**src/rtl/vend_pkg.sv**
```systemverilog
// Shared encodings and coin constants for the credit-based vending controller.
package vend_pkg;

    typedef enum logic [1:0] {
        IDLE   = 2'b00,
        CREDIT = 2'b01,
        VEND   = 2'b10,
        CHANGE = 2'b11
    } state_t;

    localparam int unsigned FIFTY_UNITS  = 1;
    localparam int unsigned DOLLAR_UNITS = 2;

    // Value of the coins presented in one cycle, in 50c units (0..3).
    function automatic logic [1:0] coin_value(input logic fifty, input logic dollar);
        logic [1:0] v;
        v = 2'd0;
        if (fifty)  v = v + 2'(FIFTY_UNITS);
        if (dollar) v = v + 2'(DOLLAR_UNITS);
        return v;
    endfunction

endpackage

```
**src/rtl/vend_credit_fsm_if.sv**
```systemverilog
// Coin-acceptor / actuator bundle between the front end and the controller.
interface vend_credit_fsm_if #(
    parameter int CREDIT_W = 4,
    parameter int STOCK_W  = 3
);
    import vend_pkg::*;

    logic                fifty;
    logic                dollar;
    logic                cancel;
    logic                restock;
    state_t              st;
    logic [CREDIT_W-1:0] credit;
    logic [STOCK_W-1:0]  stock;
    logic                insert_coin;
    logic                dispense;
    logic                money_return;
    logic                coin_reject;
    logic                sold_out;

    modport master (
        output fifty, dollar, cancel, restock,
        input  st, credit, stock, insert_coin, dispense, money_return, coin_reject, sold_out
    );

    modport slave (
        input  fifty, dollar, cancel, restock,
        output st, credit, stock, insert_coin, dispense, money_return, coin_reject, sold_out
    );

endinterface

```
**src/rtl/vend_stock_counter.sv**
```systemverilog
// Item stock counter: reload on restock, count down per vend, flag empty.
module vend_stock_counter #(
    parameter int STOCK_INIT = 3,
    parameter int STOCK_MAX  = 7,
    parameter int STOCK_W    = 3
) (
    input  logic               clk,
    input  logic               rst,
    input  logic               load,
    input  logic               dec,
    output logic [STOCK_W-1:0] stock,
    output logic               zero
);

    assign zero = (stock == '0);

    // Stock register; decrement is guarded so the count can never wrap.
    always_ff @(posedge clk) begin
        if (!rst) begin
            stock <= STOCK_W'(STOCK_INIT);
        end else if (load) begin
            stock <= STOCK_W'(STOCK_MAX);
        end else if (dec && !zero) begin
            stock <= stock - STOCK_W'(1);
        end
    end

endmodule

```
**src/rtl/vend_credit_fsm.sv**
```systemverilog
// Credit accumulator and vend/change sequencer with stock lockout.
//   state  | meaning
//   IDLE   | no credit held, waiting for coins or restock
//   CREDIT | partial credit held, below price
//   VEND   | one-cycle dispense, price and one item consumed
//   CHANGE | returning leftover credit one unit per cycle
module vend_credit_fsm
    import vend_pkg::*;
#(
    parameter int PRICE_UNITS = 2,
    parameter int MAX_CREDIT  = 6,
    parameter int CREDIT_W    = 4,
    parameter int STOCK_INIT  = 3,
    parameter int STOCK_MAX   = 7,
    parameter int STOCK_W     = 3
) (
    input  logic             clk,
    input  logic             rst,
    vend_credit_fsm_if.slave bus
);

    localparam logic [CREDIT_W:0]   MAX_X   = (CREDIT_W+1)'(MAX_CREDIT);
    localparam logic [CREDIT_W:0]   PRICE_X = (CREDIT_W+1)'(PRICE_UNITS);
    localparam logic [CREDIT_W-1:0] PRICE_C = CREDIT_W'(PRICE_UNITS);

    state_t              state_q, state_d;
    logic [CREDIT_W-1:0] credit_q, credit_d;
    logic                reject_q, reject_d;
    logic                stock_load, stock_dec;
    logic                sold_out;
    logic [1:0]          coin_v;
    logic [CREDIT_W:0]   sum;
    logic                has_coin;
    logic                accept_ok;

    // Extra headroom bit so credit + v cannot wrap before the limit compare.
    assign coin_v    = coin_value(bus.fifty, bus.dollar);
    assign sum       = {1'b0, credit_q} + (CREDIT_W+1)'(coin_v);
    assign has_coin  = (coin_v != 2'd0);
    assign accept_ok = !sold_out && (sum <= MAX_X);

    vend_stock_counter #(
        .STOCK_INIT (STOCK_INIT),
        .STOCK_MAX  (STOCK_MAX),
        .STOCK_W    (STOCK_W)
    ) u_stock (
        .clk   (clk),
        .rst   (rst),
        .load  (stock_load),
        .dec   (stock_dec),
        .stock (bus.stock),
        .zero  (sold_out)
    );

    // State, credit and reject-flag registers; reset drops any pending change.
    always_ff @(posedge clk) begin
        if (!rst) begin
            state_q  <= IDLE;
            credit_q <= '0;
            reject_q <= 1'b0;
        end else begin
            state_q  <= state_d;
            credit_q <= credit_d;
            reject_q <= reject_d;
        end
    end

    // Next-state, credit update and stock strobes.
    always_comb begin
        state_d    = state_q;
        credit_d   = credit_q;
        reject_d   = 1'b0;
        stock_load = 1'b0;
        stock_dec  = 1'b0;
        case (state_q)
            IDLE: begin
                stock_load = bus.restock;
                if (has_coin) begin
                    if (accept_ok) begin
                        credit_d = sum[CREDIT_W-1:0];
                        state_d  = (sum >= PRICE_X) ? VEND : CREDIT;
                    end else begin
                        reject_d = 1'b1;
                    end
                end
            end
            CREDIT: begin
                if (bus.cancel) begin
                    reject_d = has_coin;
                    state_d  = CHANGE;
                end else if (has_coin) begin
                    if (accept_ok) begin
                        credit_d = sum[CREDIT_W-1:0];
                        if (sum >= PRICE_X) state_d = VEND;
                    end else begin
                        reject_d = 1'b1;
                    end
                end
            end
            VEND: begin
                reject_d  = has_coin;
                stock_dec = 1'b1;
                credit_d  = credit_q - PRICE_C;
                state_d   = (credit_q > PRICE_C) ? CHANGE : IDLE;
            end
            CHANGE: begin
                reject_d = has_coin;
                if (credit_q != '0) credit_d = credit_q - CREDIT_W'(1);
                if (credit_q <= CREDIT_W'(1)) state_d = IDLE;
            end
            default: state_d = IDLE;
        endcase
    end

    assign bus.st           = state_q;
    assign bus.credit       = credit_q;
    assign bus.coin_reject  = reject_q;
    assign bus.sold_out     = sold_out;
    assign bus.insert_coin  = ((state_q == IDLE) || (state_q == CREDIT)) && !sold_out;
    assign bus.dispense     = (state_q == VEND);
    assign bus.money_return = (state_q == CHANGE);

endmodule

```
**src/flat_wrapper.sv**
```systemverilog
// flat-port wrapper written by rule: the top's interface ports become plain ports
module vend_credit_fsm_flat import vend_pkg::*;
#(
    parameter int PRICE_UNITS = 2,
    parameter int MAX_CREDIT  = 6,
    parameter int CREDIT_W    = 4,
    parameter int STOCK_INIT  = 3,
    parameter int STOCK_MAX   = 7,
    parameter int STOCK_W     = 3
)
  (clk, rst, bus_fifty, bus_dollar, bus_cancel, bus_restock, bus_st, bus_credit, bus_stock, bus_insert_coin, bus_dispense, bus_money_return, bus_coin_reject, bus_sold_out);
  vend_credit_fsm_if #(.CREDIT_W(CREDIT_W), .STOCK_W(STOCK_W)) bus_i ();
  input  logic clk;
  input  logic rst;
  input wire logic [$bits(bus_i.fifty)-1:0] bus_fifty;
  input wire logic [$bits(bus_i.dollar)-1:0] bus_dollar;
  input wire logic [$bits(bus_i.cancel)-1:0] bus_cancel;
  input wire logic [$bits(bus_i.restock)-1:0] bus_restock;
  output wire logic [$bits(bus_i.st)-1:0] bus_st;
  output wire logic [$bits(bus_i.credit)-1:0] bus_credit;
  output wire logic [$bits(bus_i.stock)-1:0] bus_stock;
  output wire logic [$bits(bus_i.insert_coin)-1:0] bus_insert_coin;
  output wire logic [$bits(bus_i.dispense)-1:0] bus_dispense;
  output wire logic [$bits(bus_i.money_return)-1:0] bus_money_return;
  output wire logic [$bits(bus_i.coin_reject)-1:0] bus_coin_reject;
  output wire logic [$bits(bus_i.sold_out)-1:0] bus_sold_out;
  assign bus_i.fifty = bus_fifty;
  assign bus_i.dollar = bus_dollar;
  assign bus_i.cancel = bus_cancel;
  assign bus_i.restock = bus_restock;
  assign bus_st = bus_i.st;
  assign bus_credit = bus_i.credit;
  assign bus_stock = bus_i.stock;
  assign bus_insert_coin = bus_i.insert_coin;
  assign bus_dispense = bus_i.dispense;
  assign bus_money_return = bus_i.money_return;
  assign bus_coin_reject = bus_i.coin_reject;
  assign bus_sold_out = bus_i.sold_out;
  vend_credit_fsm #(.PRICE_UNITS(PRICE_UNITS), .MAX_CREDIT(MAX_CREDIT), .CREDIT_W(CREDIT_W), .STOCK_INIT(STOCK_INIT), .STOCK_MAX(STOCK_MAX), .STOCK_W(STOCK_W)) u_core (.clk(clk), .rst(rst), .bus(bus_i));
endmodule
```
**config.mk**
```make
export PLATFORM = sky130hd
export DESIGN_NAME = vend_credit_fsm_flat
export DESIGN_NICKNAME = d
export VERILOG_FILES = /design/src/rtl/vend_pkg.sv /design/src/rtl/vend_credit_fsm_if.sv /design/src/rtl/vend_stock_counter.sv /design/src/rtl/vend_credit_fsm.sv /design/src/flat_wrapper.sv
export SDC_FILE = /design/constraint.sdc
export NUM_CORES = 1
export LEC_CHECK = 0
export ABC_AREA = 1
export ABC_CLOCK_PERIOD_IN_PS = 4200
export CORE_ASPECT_RATIO = 0.75
export CORE_MARGIN = 5
export CORE_UTILIZATION = 40
export DETAILED_ROUTE_END_ITERATION = 6
export PLACE_DENSITY = 0.66
export SLEW_MARGIN = 20
export SYNTH_ARGS = -nofsm -noshare
export SYNTH_HDL_FRONTEND = slang
export SYNTH_SLANG_ARGS = --single-unit
```
**constraint.sdc**
```tcl
create_clock -name clk -period 4.2 [get_ports clk]
set_input_delay 0.84 -clock clk [delete_from_list [all_inputs] [get_ports clk]]
set_output_delay 0.84 -clock clk [all_outputs]
set_load 0.01 [all_outputs]
```
# After elaboration in Yosys (flattened, before gate mapping)
# Index checks and enable logic that the tools add are counted.
# W data, S select, Z words.
classes:
  n_addsub: 5
  order_cmp: 4
  eq_ne: 11
  n_mux: 25
  n_bitwise: 1
  n_reduce_logical: 14
ops:
  columns: ["op", "n"]
  rows:
  - ["$mux W2", 10]
  - ["$mux W4", 4]
  - ["$pmux W4 S4", 1]
  - ["$ne A3 B2 Y1 const B", 3]
  - ["$ne A2 B1 Y1 const B", 4]
  - ["$pmux W2 S4", 1]
  - ["$mux W1", 6]
  - ["$mux W3", 2]
  - ["$reduce_and A6 Y1", 1]
  - ["$add A4 B2 Y5", 1]
  - ["$ge A5 B2 Y1 const B", 1]
  - ["$le A5 B3 Y1 const B", 1]
  - ["$eq A2 B2 Y1 const B", 2]
  - ["$gt A4 B2 Y1 const B", 1]
  - ["$le A4 B1 Y1 const B", 1]
  - ["$reduce_bool A2 Y1", 2]
  - ["$reduce_bool A4 Y1", 1]
  - ["$reduce_or A2 Y1", 2]
  - ["$sub A4 B1 Y4 const B", 1]
  - ["$sub A4 B2 Y4 const B", 1]
  - ["$logic_and A1 B1 Y1", 3]
  - ["$logic_not A3 Y1", 1]
  - ["$pmux W1 S3", 1]
  - ["$sub A3 B1 Y3 const B", 1]
  - ["8 further kinds", 8]
totals:
  ff_bits: 10
  inputBits: 6
  output_inout_bits: 14
  wordCells: 65

# Depth between registers and ports, before layout
# Gate-level depths: netlist (run 1).
logic_depth:
  ltp_word: 10
  depth_mapped: 12
  mapped_depth_nobuf: 12

# Cells and area by module
# A second synthesis (run 1) with hierarchy kept.
hier_totals:
  hier_cells: 145
  area_unflattened_um2: 959.7
modules_own_cells:
  columns: ["module", "instances", "cells_each", "area_each_um2"]
  rows:
  - ["vend_credit_fsm", 1, 118, 762.0]
  - ["vend_stock_counter", 1, 27, 197.7]

# Least setup slack after synthesis (run 1)
# No wires, ideal clock.
synth_path:
  path_kind: "input port to flip-flop"
  from: "input bus_fifty"
  to: "register u_core.state_q[0] (netlist: u_core.bus.st[0])"
  setup_ps: 115
  arrival_time_ps: 2166
  t_required_ps: 4085
  path_slack_ps: 1919
  cell_stages: 10
  path_buffers: 0
  path_cell_list: "ha_1 -> inv_1 -> fa_1 -> nor2_1 -> a21oi_2 -> nand2_1 -> a21oi_2 -> nand3_1 -> nand2_1 -> nor2_1"
synth_via:
  elab_chain_cells: 9
  word_cells_on_any_way: 18
  cone_classes: "2 x add/sub; 2 x order compare; 5 x eq/ne; 6 x mux; 3 x reduce/logical"
synth_lines:
  columns: ["element", "line_no", "rtl"]
  rows:
  - ["start, declared", "flat_wrapper.sv:15", "input wire logic [$bits(bus_i.fifty)-1:0] bus_fifty;"]
  - ["$mux W1 (*)", "vend_pkg.sv:18", "if (fifty) v = v + 2'(FIFTY_UNITS);"]
  - ["$add A1 B2 Y2", "vend_pkg.sv:19", "if (dollar) v = v + 2'(DOLLAR_UNITS);"]
  - ["$mux W2 (*)", "vend_pkg.sv:19", null]
  - ["$add A4 B2 Y5", "vend_credit_fsm.sv:38", "assign sum = {1'b0, credit_q} + (CREDIT_W+1)'(coin_v);"]
  - ["$ge A5 B2 Y1", "vend_credit_fsm.sv:81, vend_credit_fsm.sv:94", null]
  - ["$mux W2", "vend_credit_fsm.sv:81", "state_d = (sum >= PRICE_X) ? VEND : CREDIT;"]
  - ["$mux W2", "vend_credit_fsm.sv:79", "if (accept_ok) begin"]
  - ["$mux W2", "vend_credit_fsm.sv:78", "if (has_coin) begin"]
  - ["$pmux W2 S4", "vend_credit_fsm.sv:75", "case (state_q)"]
  - ["end signal, assigned", "vend_credit_fsm.sv:62", "state_q <= state_d;"]
  - ["end, declared", "vend_credit_fsm.sv:26", "state_t state_q, state_d;"]
# Every way passes the cells marked *; elsewhere a longest branch is shown, timed or not. The select of a mux whose other input is x is not followed.
# A chain may end at the register's enable or synchronous reset.

# Worst setup path in the final report (run 1)
# Ends and elaborated chain as after synthesis.

==> impl_metrics.env, run 1 <==
export IMPL_insertion_delay_ns=0.26
export IMPL_p_int_mw=0.399
export IMPL_grt_pass1_vias=892
export IMPL_seq_area_frac_synth_pct=22.2
export IMPL_antennaDiodeCount=0
export IMPL_cts_resized=0
export IMPL_pin_count=20
export IMPL_arrival_ns=2.81
export IMPL_dp_cells=180
export IMPL_drt_iter0_markers=39
export IMPL_cap_violations=0
export IMPL_cts_sinks=10
export IMPL_numCtsBuffers=3
export IMPL_num_nets_final=177
export IMPL_die_w_um=64.8
export IMPL_vias=962
export IMPL_final_core_util_pct=54.2
export IMPL_ctsHoldBuffers=0
export IMPL_rsz0062_at_grt="no"
export IMPL_via_per_inst=5.23
export IMPL_p_sw_share_pct=48.1
export IMPL_powerDensity_mw_per_mm2=680
export IMPL_yosys_warnings=0
export IMPL_status="completed"
export IMPL_finalCritPeriodShare_pct=63.2
export IMPL_synth_fp_nets=156
export IMPL_io_buffers=19
export IMPL_root_buffer="clkbuf_4"
export IMPL_crit_path_frequent_cell="nand2_1"
export IMPL_final_cells=184
export IMPL_fmax_mhz=377
export IMPL_final_common_cell="nand2_1"
export IMPL_antenna_found_initial=0
export IMPL_relSlewSlack_pct=72.3
export IMPL_crit_type="in2reg"
export IMPL_setup_violations=0
export IMPL_path_clk_slew_ns=0.06
export IMPL_power_leakage_nw=0.549
export IMPL_layout_common_cells="nand2_1, inv_1, clkdlybuf4s50_1"
export IMPL_tns_ns=0
export IMPL_core_mm2=0.00208
export IMPL_drive_gt1_share_pct=6.88
export IMPL_die_area_mm2=0.00331
export IMPL_crit_fanout=3
export IMPL_htree_levels=1
export IMPL_required_ns=4.36
export IMPL_total_power_mw=0.769
export IMPL_crit_slowest_cell="clkdlybuf4s50_1"
export IMPL_syn_area_per_cell_um2=6.43
export IMPL_die_y_um=51.1
export IMPL_grt_total_usage_pct=15.1
export IMPL_synthCells=140
export IMPL_hp_class="reg2reg"
export IMPL_detail_route_first_pass_iterations=4
export IMPL_start_util_pct=43.2
export IMPL_finalHoldViolCount=0
export IMPL_finClkSkew_ns=0.00500
export IMPL_ant_nets=0
export IMPL_hpwlAfterDp_mm=1.87
export IMPL_p_comb_share_pct=64.8
export IMPL_period_minus_slack_ns=2.66
export IMPL_drcViolationCount=0
export IMPL_grt_max_degree=11
export IMPL_endpoint_kind="register"
export IMPL_place_congestion=0.839
export IMPL_synth_cell_types=24
export IMPL_peakVddDrop_v=0.000299
export IMPL_critPathMaxStageDelay_ns=0.47
export IMPL_grt_ovfl_total=0
export IMPL_holdWs_ns=0.487
export IMPL_worst_pin_slew_ns=0.415
export IMPL_crit_chain="clkdlybuf4s50_1, ha_1, inv_1, fa_1, nand2_4, nand2_1, a21oi_2, nand2_1, a21oi_2, nand3_1, nand2_1, nor2_1"
export IMPL_slew_violations=0
export IMPL_p_switching_mw=0.370
export IMPL_tritoncts="yes"
export IMPL_cts_setup_buffers=0
export IMPL_synth_seq_cells=10
export IMPL_cts_path_max_buffers=2
export IMPL_fill_cells=217
export IMPL_critPathLaunchType="input pin"
export IMPL_p_clk_share_pct=10.9
export IMPL_grt_pass1_wl_mm=3.95
export IMPL_fp_row_count=14
export IMPL_wire_per_inst_um=12.2
export IMPL_area_growth_pct=25.4
export IMPL_seq_power_share_pct=24.3
export IMPL_drt_wl_total_mm=2.25
export IMPL_syn_area_um2=901
[power by group through the flow]
stage          Combinational (mW)  Sequential [mW]  Clock, mW
2_1_floorplan               0.359            0.172          0
3_3_place_gp                0.490            0.186          0
3_5_place_dp                0.496            0.187          0
4_1_cts                     0.498            0.185     0.0865
5_1_grt                     0.571            0.193     0.0931
6_report                    0.498            0.187     0.0840
[cell type report]
type / instances / area [µm²] / area share [%]
multi-input combinational: 104 / 587 / 51.9
timing repair buffer: 19 / 190 / 16.8
inverter: 23 / 86.3 / 7.64
tap: 24 / 30.0 / 2.66
clock buffer: 4 / 36.3 / 3.21
sequential: 10 / 200 / 17.7
[cell families (layout without fill, tap and decap cells)]
group	after synthesis	count (layout)	synth area share (%)
compound gates	30	30	18.6
fa+ha+maj	10	10	14.7
buf+inv	26	46	12.6
flops	10	10	22.2
simple gates	64	64	31.8
[final timing paths]
check,depth (start not counted),to,start,slack (ns)
setup / recovery,12,u_core.bus.st[0]$_SDFFE_PN0P_,bus_fifty,1.54
hold / removal,2,u_core.u_stock.stock[0]$_SDFFE_PP1P_,u_core.u_stock.stock[0]$_SDFFE_PP1P_,0.49
setup reg to reg,11,u_core.bus.st[0]$_SDFFE_PN0P_,u_core.bus.credit[0]$_SDFFE_PN0P_,2.02
hold reg to reg,2,u_core.u_stock.stock[0]$_SDFFE_PP1P_,u_core.u_stock.stock[0]$_SDFFE_PP1P_,0.49
[cells in the mapped netlist]
master	n	area, µm²
o21ai_1	1	5.00
fa_1	1	20.0
o21a_1	1	7.51
a21oi_2	2	17.5
nor4_1	1	6.26
o22ai_1	2	12.5
buf_2	1	5.00
buf_6	2	22.5
nand4_1	1	6.26
or2_2	1	6.26
nand3_1	14	70.1
nor2_1	16	60.1
nand2_4	1	11.3
nand2_1	25	93.8
o211ai_1	2	15.0
dfxtp_1	10	200
a21oi_1	15	75.1
nand2_2	2	12.5
o21ai_0	7	35.0
nor3_1	1	5.00
inv_2	1	3.75
nand3b_1	2	15.0
inv_1	22	82.6
ha_1	9	113
[sequential cells by signal, summed over array words and instances, names as in the netlist]
register and cells:
u_core.bus.coin_reject 1, u_core.bus.st 2, u_core.bus.credit 4, u_core.u_stock.stock 3
[through the flow]
stage                     cell area [µm²]  setup slack [ns]
after floorplan                       901              1.92
after global placement               1090              1.35
after detailed placement             1090              1.28
after CTS                            1130              1.56
after global routing                 1130              1.33
final                                1130              1.54
[layer usage]
layer / share of wire, % / GRT usage (%) / vias up
li1: - / - / 500
met1: 50 / 21.0 / 436
met2: 43 / 23.3 / 26
met3: 6.9 / 5.26 / 0
met4: 0 / 1.40 / 0
met5: 0 / 0 / -
[worst max-delay path: cells and delay by family]
| kind | cells | cell delay [ns] |
|---|---|---|
| AO/OA/AOI/OAI | 2 | 0.34 |
| adder cells (fa/ha/maj) | 2 | 0.62 |
| AND/OR/NAND/NOR | 6 | 0.48 |
| buffers and inverters | 2 | 0.53 |
Note: power is estimated with default switching activity, not from simulation.
==> run 2, diff against run 1 <==
--- a/config.mk
+++ b/config.mk
@@ -6,7 +6,7 @@
 export NUM_CORES = 1
 export LEC_CHECK = 0
 export ABC_AREA = 1
-export ABC_CLOCK_PERIOD_IN_PS = 4200
+export ABC_CLOCK_PERIOD_IN_PS = 2600
 export CORE_ASPECT_RATIO = 0.75
 export CORE_MARGIN = 5
 export CORE_UTILIZATION = 40
==> constraint.sdc (replaced) <==
create_clock -name clk -period 2.6 [get_ports clk]
set_input_delay 0.52 -clock clk [delete_from_list [all_inputs] [get_ports clk]]
set_output_delay 0.52 -clock clk [all_outputs]
set_load 0.01 [all_outputs]
==> run 2 against run 1 <==
Effect of this change: critical path depth is 1 lower; final area grew 0.11%; critical path type unchanged; clock skew shrank 0.0024 ns; critical endpoint is now u_core.bus.credit[0]$_SDFFE_PN0P_; sequential share of layout area is essentially flat; highest routed layer is now met4; register-to-register slack worse by 1.5 ns.
==> impl_metrics.env, run 2 (synthesized netlist as in run 1, its figures left out) <==
export IMPL_worstRegToRegCells=9
export IMPL_cts_setup_buffers=0
export IMPL_endpoint_kind="register"
export IMPL_cp_startpoint="bus_fifty"
export IMPL_antennaDiodeCount=0
export IMPL_layout_common_cells="nand2_1, inv_1, clkdlybuf4s50_1"
export IMPL_detail_route_first_pass_iterations=4
export IMPL_crit_fanout=8
export IMPL_cts_path_max_buffers=2
export IMPL_cts_sinks=10
export IMPL_wire_per_inst_um=13.0
export IMPL_path_buf_inv=2
export IMPL_grt_busiest_layer="met2"
export IMPL_holdWs_ns=0.492
export IMPL_drcViolationCount=0
export IMPL_io_buffers=19
export IMPL_final_common_cell="nand2_1"
export IMPL_peakVddDrop_v=0.000474
export IMPL_antenna_found_initial=0
export IMPL_powerDensity_mw_per_mm2=1100
export IMPL_grt_ovfl_total=0
export IMPL_fp_row_count=14
export IMPL_cp_depth=11
export IMPL_hp_class="reg2reg"
export IMPL_use_met2_pct=22.6
export IMPL_finClkSkew_ns=0.00258
export IMPL_finalHoldViolCount=0
export IMPL_core_mm2=0.00208
export IMPL_largest_reg_flops=4
export IMPL_place_congestion=0.820
export IMPL_status="completed"
export IMPL_rsz0062_at_grt="no"
export IMPL_crit_path_frequent_cell="nand3_1"
export IMPL_r2r_end="u_core.bus.credit[0]$_SDFFE_PN0P_"
export IMPL_crit_chain="clkdlybuf4s50_1, ha_1, inv_1, fa_1, nand2_4, nand2_1, a21oi_2, nand3_1, nand2_2, nand3_1, a21oi_1"
export IMPL_setup_violations=0
export IMPL_regToRegStartpoint="u_core.bus.credit[1]$_SDFFE_PN0P_"
export IMPL_num_nets_final=179
export IMPL_fin_ws_ns=0.225
export IMPL_arrival_ns=2.57
export IMPL_finalCritPeriodShare_pct=91.4
export IMPL_tritoncts="yes"
export IMPL_grt_max_degree=11
export IMPL_insertion_delay_ns=0.26
export IMPL_fill_cells=216
export IMPL_required_ns=2.79
export IMPL_crit_type="in2reg"
export IMPL_relSlewSlack_pct=72.8
export IMPL_crit_end="u_core.bus.credit[0]$_SDFFE_PN0P_"
export IMPL_critPathTopFamily="adder cells"
export IMPL_via_per_inst=5.39
export IMPL_cap_violations=0
export IMPL_critPathLaunchType="input pin"
export IMPL_worstHoldStart="u_core.u_stock.stock[0]$_SDFFE_PP1P_"
export IMPL_cts_resized=0
export IMPL_fmax_mhz=421
export IMPL_r2r_slack_ns=0.54
export IMPL_crit_slowest_cell="clkdlybuf4s50_1"
export IMPL_ant_nets=0
export IMPL_grt_pass1_wl_mm=3.88
export IMPL_numCtsBuffers=3
export IMPL_critPathMaxStageDelay_ns=0.47
export IMPL_worst_pin_slew_ns=0.407
export IMPL_htree_levels=1
export IMPL_power_leakage_nw=0.551
export IMPL_slew_violations=0
export IMPL_hpwlAfterDp_mm=1.99
export IMPL_path_clk_slew_ns=0.06
export IMPL_final_area_mm2=0.00113
export IMPL_pin_count=20
export IMPL_place_worst_setup_slack_ns=-0.0178
export IMPL_drt_wl_total_mm=2.41
export IMPL_vias=998
export IMPL_root_buffer="clkbuf_4"
export IMPL_die_w_um=64.8
export IMPL_drive_gt1_share_pct=7.45
export IMPL_gr_usage_met1_pct=20.9
export IMPL_period_minus_slack_ns=2.38
export IMPL_drt_iter0_markers=40
export IMPL_start_util_pct=43.2
export IMPL_die_y_um=51.1
export IMPL_grt_total_usage_pct=15.1
export IMPL_die_area_mm2=0.00331
export IMPL_ctsHoldBuffers=0
export IMPL_place_area_mm2=0.00111
export IMPL_grt_pass1_vias=852
export IMPL_area_growth_pct=25.6
export IMPL_grt_use_met3_pct=5.04
==> run 2: metal layers <==
metal / share of wire (%) / vias up
li1: - / 500
met4: 0.33 / 0
met1: 49 / 467
met2: 43 / 29
met3: 7.4 / 2
met5: 0 / -
==> run 2: stage by stage <==
step	power (mW)	instances	setup TNS, ns	util [%]
CTS	1.24	185	0	54.3
global placement	1.12	182	0	53.2
global route	1.37	185	0	54.3
finish	1.24	185	0	54.3
floorplan	0.858	140	0	-
detailed placement	1.13	182	-0.0679	53.2
==> run 2: area by class of cell <==
cell class	count	area (µm²)	area share (%)
clock buffer	3	22.5	1.99
inverter	23	86.3	7.63
multi-input combinational	104	587	51.9
sequential	10	200	17.7
tap	24	30.0	2.65
timing repair buffer	21	205	18.1
==> run 2: how the worst min path moves through the flow <==
stage | end | cells after the start
after floorplan | u_core.u_stock.stock[0]$_SDFFE_PP1P_ | 2
after global routing | u_core.u_stock.stock[0]$_SDFFE_PP1P_ | 2
after CTS | u_core.u_stock.stock[0]$_SDFFE_PP1P_ | 2
after detailed placement | u_core.u_stock.stock[0]$_SDFFE_PP1P_ | 2
after global placement | u_core.u_stock.stock[0]$_SDFFE_PP1P_ | 2
final | u_core.u_stock.stock[0]$_SDFFE_PP1P_ | 2
==> run 2: power breakdown <==
group          switching [mW]  internal [mW]  total (mW)
combinational           0.477          0.371       0.849
clock                  0.0501         0.0534       0.104
sequential             0.0812          0.207       0.288
total                   0.609          0.632        1.24
==> run 2: tightest hold or removal path, stage by stage (launching register included) <==
cell and delay (ns):
dfxtp_1 0.34, nand2_1 0.06, nand3_1 0.06
